<file path="config.mk">
export PLATFORM = sky130hd
export DESIGN_NAME = ksa_shuffle
export DESIGN_NICKNAME = d
export VERILOG_FILES = /design/src/rtl/ksa_shuffle.sv
export SDC_FILE = /design/constraint.sdc
export NUM_CORES = 1
export LEC_CHECK = 0
export CORE_AREA = 2 2 72 81
export DETAILED_ROUTE_END_ITERATION = 7
export DIE_AREA = 0 0 74 83
export HOLD_SLACK_MARGIN = 0.02
export PLACE_DENSITY = 0.87
export REMOVE_ABC_BUFFERS = 1
export SLEW_MARGIN = 20
export SYNTH_ARGS = -nofsm -noshare
export SYNTH_HDL_FRONTEND = slang
export SYNTH_SLANG_ARGS = --single-unit
</file>
<file path="constraint.sdc">
create_clock -name clk -period 3.6 [get_ports clk]
set_input_delay 0.54 -clock clk [delete_from_list [all_inputs] [get_ports clk]]
set_output_delay 0.54 -clock clk [all_outputs]
set_load 0.01 [all_outputs]
</file>
<file path="src/rtl/ksa_shuffle.sv">
// RC4 key-scheduling swap stage: 256 iterations of j += S[i] + key[i mod KEY_BYTES], swap S[i]/S[j].
// Optional build macro KSA_SAME_INDEX_SKIP_EN: iterations with j == i skip the read/swap of S[j].
module ksa_shuffle #(
  parameter int KEY_BYTES = 3,
  parameter int ADDR_W    = 8,
  parameter int DATA_W    = 8
) (
  input  logic                   clk,
  input  logic                   reset,
  input  logic                   start_shuffle,
  input  logic [KEY_BYTES*8-1:0] secret_key,
  input  logic [DATA_W-1:0]      read_data,
  output logic [ADDR_W-1:0]      address_shuffle,
  output logic [DATA_W-1:0]      write_data_shuffle,
  output logic                   write_enable_shuffle,
  output logic                   finish_shuffle
);

  localparam int KI_W = (KEY_BYTES > 1) ? $clog2(KEY_BYTES) : 1;

  typedef enum logic [3:0] {
    IDLE, RD_I, CAP_I, RD_J, CAP_J, WR_I, WR_J, NEXT, DONE
  } state_t;

  state_t              state_q, state_d;
  logic [ADDR_W-1:0]   i_q, i_d, j_q, j_d, j_new;
  logic [KI_W-1:0]     key_idx_q, key_idx_d;
  logic [DATA_W-1:0]   si_q, si_d, sj_q, sj_d, j_sum;
  logic                start_q;

  // Byte 0 of the key sits in the most significant byte of secret_key.
  function automatic logic [7:0] key_byte(input logic [KI_W-1:0] idx);
    logic [7:0] kb;
    kb = 8'd0;
    for (int k = 0; k < KEY_BYTES; k++)
      if (idx == KI_W'(k)) kb = secret_key[8*(KEY_BYTES-1-k) +: 8];
    return kb;
  endfunction

  assign j_sum = DATA_W'(j_q) + read_data + DATA_W'(key_byte(key_idx_q));
  assign j_new = ADDR_W'(j_sum);

  always_ff @(posedge clk or negedge reset) begin
    if (!reset) begin
      state_q   <= IDLE;
      i_q       <= '0;
      j_q       <= '0;
      key_idx_q <= '0;
      si_q      <= '0;
      sj_q      <= '0;
      start_q   <= 1'b0;
    end else begin
      state_q   <= state_d;
      i_q       <= i_d;
      j_q       <= j_d;
      key_idx_q <= key_idx_d;
      si_q      <= si_d;
      sj_q      <= sj_d;
      start_q   <= start_shuffle;
    end
  end

  always_comb begin
    state_d   = state_q;
    i_d       = i_q;
    j_d       = j_q;
    key_idx_d = key_idx_q;
    si_d      = si_q;
    sj_d      = sj_q;
    case (state_q)
      IDLE: begin
        if (start_shuffle && !start_q) begin
          i_d       = '0;
          j_d       = '0;
          key_idx_d = '0;
          state_d   = RD_I;
        end
      end
      RD_I:  state_d = CAP_I;
      CAP_I: begin
        si_d = read_data;
        j_d  = j_new;
`ifdef KSA_SAME_INDEX_SKIP_EN
        state_d = (j_new == i_q) ? NEXT : RD_J;
`else
        state_d = RD_J;
`endif
      end
      RD_J:  state_d = CAP_J;
      CAP_J: begin
        sj_d    = read_data;
        state_d = WR_I;
      end
      WR_I:  state_d = WR_J;
      WR_J:  state_d = NEXT;
      NEXT: begin
        if (i_q == '1) begin
          state_d = DONE;
        end else begin
          i_d       = i_q + ADDR_W'(1);
          key_idx_d = (key_idx_q == KI_W'(KEY_BYTES-1)) ? '0 : key_idx_q + KI_W'(1);
          state_d   = RD_I;
        end
      end
      DONE:    state_d = IDLE;
      default: state_d = IDLE;
    endcase
  end

  // Outputs depend only on registered state, never directly on inputs.
  always_comb begin
    address_shuffle      = '0;
    write_data_shuffle   = '0;
    write_enable_shuffle = 1'b0;
    finish_shuffle       = 1'b0;
    case (state_q)
      RD_I, CAP_I: address_shuffle = i_q;
      RD_J, CAP_J: address_shuffle = j_q;
      WR_I: begin
        address_shuffle      = i_q;
        write_data_shuffle   = sj_q;
        write_enable_shuffle = 1'b1;
      end
      WR_J: begin
        address_shuffle      = j_q;
        write_data_shuffle   = si_q;
        write_enable_shuffle = 1'b1;
      end
      DONE:    finish_shuffle = 1'b1;
      default: ;
    endcase
  end

endmodule

</file>
==> results.md <==
* Final Util at just over 60%
* Post-route cell area at ~3200 um^2
* Slew HR at 36.3%
* CP Capture Type: register
* CP Data Arrival Time at 3350 ps
* Crit path from: key_idx_q[0]
* FF+latch count, synth at 39
* Peak supply drop at between 0.2 and 0.3 mV
* Vias at between 2000 and 2500
* Ys flop type: dfrtp_1
* Flop-to-flop setup slack at a little under 400 ps
* Routability cong. at between 0.9 and 1
* All-Layer GR Usage at between 20% and 30%
* CTS Buf Count at 5
* Setup violators final at 0
* Worst skew pair latency at between 300 and 400 ps
* Critical Path Sink: j_q[6]
* Clk sink count at 39
* Max-slew violation count at 0
* I/O Buffers at between 50 and 60
* Slew @ Worst Pin at roughly 950 ps
* Via density at 5.50
* Synth warn at 0
* Setup_tns at 0 ps
* Area of placed instances at approximately 3100 um^2
* Cell Count, Final, Fillers Out at just under 400
* Crit path max fanout at 6
* Fmax at just over 300 MHz
* Post-synth top cells: 39 x dfrtp_1, 28 x nor2_1, 26 x nand2_1
* Die height at between 80 and 90 um
* Final Total Pwr at 1.39 mW
* Vias in the first global route at between 2000 and 2500
* Hpwl dp at 4550 um
* # IOs at 53
* Final Hold Viols at 0
* Hold_buf cts at 0
* Core area at ~5300 um^2
* Fin nets at around 360
* Startpoint class of the critical path: register
* Wire per inst at about 16 um
* Cell with the most instances after synthesis: dfrtp_1
* Starting DRC count in detailed routing at 254
* Post-synth EDFFs at 0
* Status: finished, final reports clean
* Initial antenna violation count at 0
* Async SR Flop Fraction at between 90% and 100%
* Max Cap Viol at 0
* Chip Width at approximately 74 um
* Final Cycle Share at between 80% and 90%
* Top cells by area, synth: dfrtp_1 38%, mux2_2 7.0%, fa_1 6.3%
* CTS tree: yes
* PostCTS Resize Cnt at 0
* Row count at 28
* Clk buf depth at 2
* Routed Wire Length at 6050 um
* Final Skew at roughly 12 ps
* H-tree Lvls at 2
* P_leak at about 1.3 nW
* Post-synth top area share at 38.1%
* First-pass GRT wire length at ~10000 um
* Worst EP required at about 3700 ps
* Reg2reg start: key_idx_q[0]
* Hold Path Class: reg2reg
* DIE AREA at slightly above 6000 um^2
* R2r endpoint: j_q[6]
* # diodes at 0
* TritonRoute pass-1 iters at 4
* CP Class: reg2reg
* Post-Syn Area at between 2000 and 3000 um^2
* Final ANT Viol Nets at 0
* Placed insts at ~380
* Sequential fraction of the synthesis area at between 30% and 40%
* DRC viols at 0
* Reg clk slew, reported paths at approximately 70 ps
* Synth Instances at between 200 and 300
* Setup Buffers After CTS at 0
* Largest net degree at the start of global routing at 40
* R2r worst-path depth at 12
* Mean post-synth cell area at 9.59 um^2
* Synth unique cells at 37
* PD cells at around 430 nW/um^2
* Synth area leader: dfrtp_1
* RSZ-0062 raised after global routing: false
* Clock period minus final worst setup slack at 3210 ps
* P&R area growth vs syn at 25.3%
* Initial Utilization at about half
* Root buffer cell: clkbuf_8
* Gr ovfl total at 0
* Share of post-route cells with drive strength above 1 at a little over a tenth
==> power breakdown <==
part | internal (mW) | leakage (nW) | total, mW | switching, mW
sequential | 0.493 | 0.472 | 0.563 | 0.0693
combinational | 0.258 | 0.806 | 0.533 | 0.275
clock | 0.133 | 0.0477 | 0.292 | 0.159
total | 0.884 | 1.33 | 1.39 | 0.504
==> kinds of logic (layout without fill, tap and decap cells) <==
logic type,after synthesis,after routing,synth area share [%]
AO/OA/AOI/OAI,58,58,14.8
XOR/XNOR,13,13,4.45
adder cells (fa/ha/maj),15,15,9.67
buffers and inverters,30,77,5.18
flip-flops,39,39,38.1
multiplexers,26,26,10.9
AND/OR/NAND/NOR,86,86,16.9
==> state kept, by name (all words and copies together), names as in the netlist <==
register	flops
i_q	8
j_q	8
key_idx_q	2
si_q	8
sj_q	8
start_q	1
state_q	4
==> worst min-delay path by stage <==
stage	start	endpoint	cells past startpoint
2_1_floorplan	reset	i_q[0]	0
3_3_place_gp	si_q[6]	si_q[6]	2
3_5_place_dp	si_q[6]	si_q[6]	2
4_1_cts	si_q[6]	si_q[6]	2
5_1_grt	si_q[6]	si_q[6]	2
6_report	sj_q[3]	sj_q[3]	1
==> per-layer routing <==
layer | track usage, % | part of all wire, % | vias up
met2 | 33.1 | 50 | 71
met5 | 0 | 0 | -
li1 | - | - | 1014
met4 | 6.94 | 1.8 | 0
met3 | 3.76 | 5.2 | 12
met1 | 28.7 | 43 | 1042
==> layout by cell type, fill, tap and decap left out, types with 6 or more instances in the layout <==
master and count:
clkdlybuf4s50_1 52, dfrtp_1 39, nor2_1 28, nand2_1 26, mux2_2 16, o21ai_0 14
inv_1 12, a22oi_1 12, a21oi_1 11, mux2i_1 10, xor2_1 9, nor2b_1 8
o22ai_1 8, fa_1 8, ha_1 7, a211oi_1 6
==> worst max-delay path, cell delays in order (launching register included) <==
cell and delay (ps):
dfrtp_1 480, nor2b_1 450, buf_4 230, nand2_1 50
o21ai_0 90, fa_1 470, ha_1 300, a21o_1 180
a21oi_1 250, o21bai_1 110, a21oi_1 180, xor2_1 160
o22ai_1 90
==> per-stage QoR <==
step / setup WS, ps / hold WS (ps)
2_1_floorplan: 799 / 244
3_3_place_gp: 488 / 475
3_5_place_dp: 395 / 493
4_1_cts: 411 / 510
5_1_grt: 192 / 525
6_report: 391 / 510
==> layout make-up <==
type | count | area, um^2
fill | 435 | 2080
multi-input combinational | 198 | 1450
sequential | 39 | 976
timing repair buffer | 57 | 558
tap | 75 | 93.8
clock buffer | 5 | 68.8
inverter | 12 | 45.0
clock inverter | 3 | 15.0
Note: power is estimated with default switching activity, not from simulation.
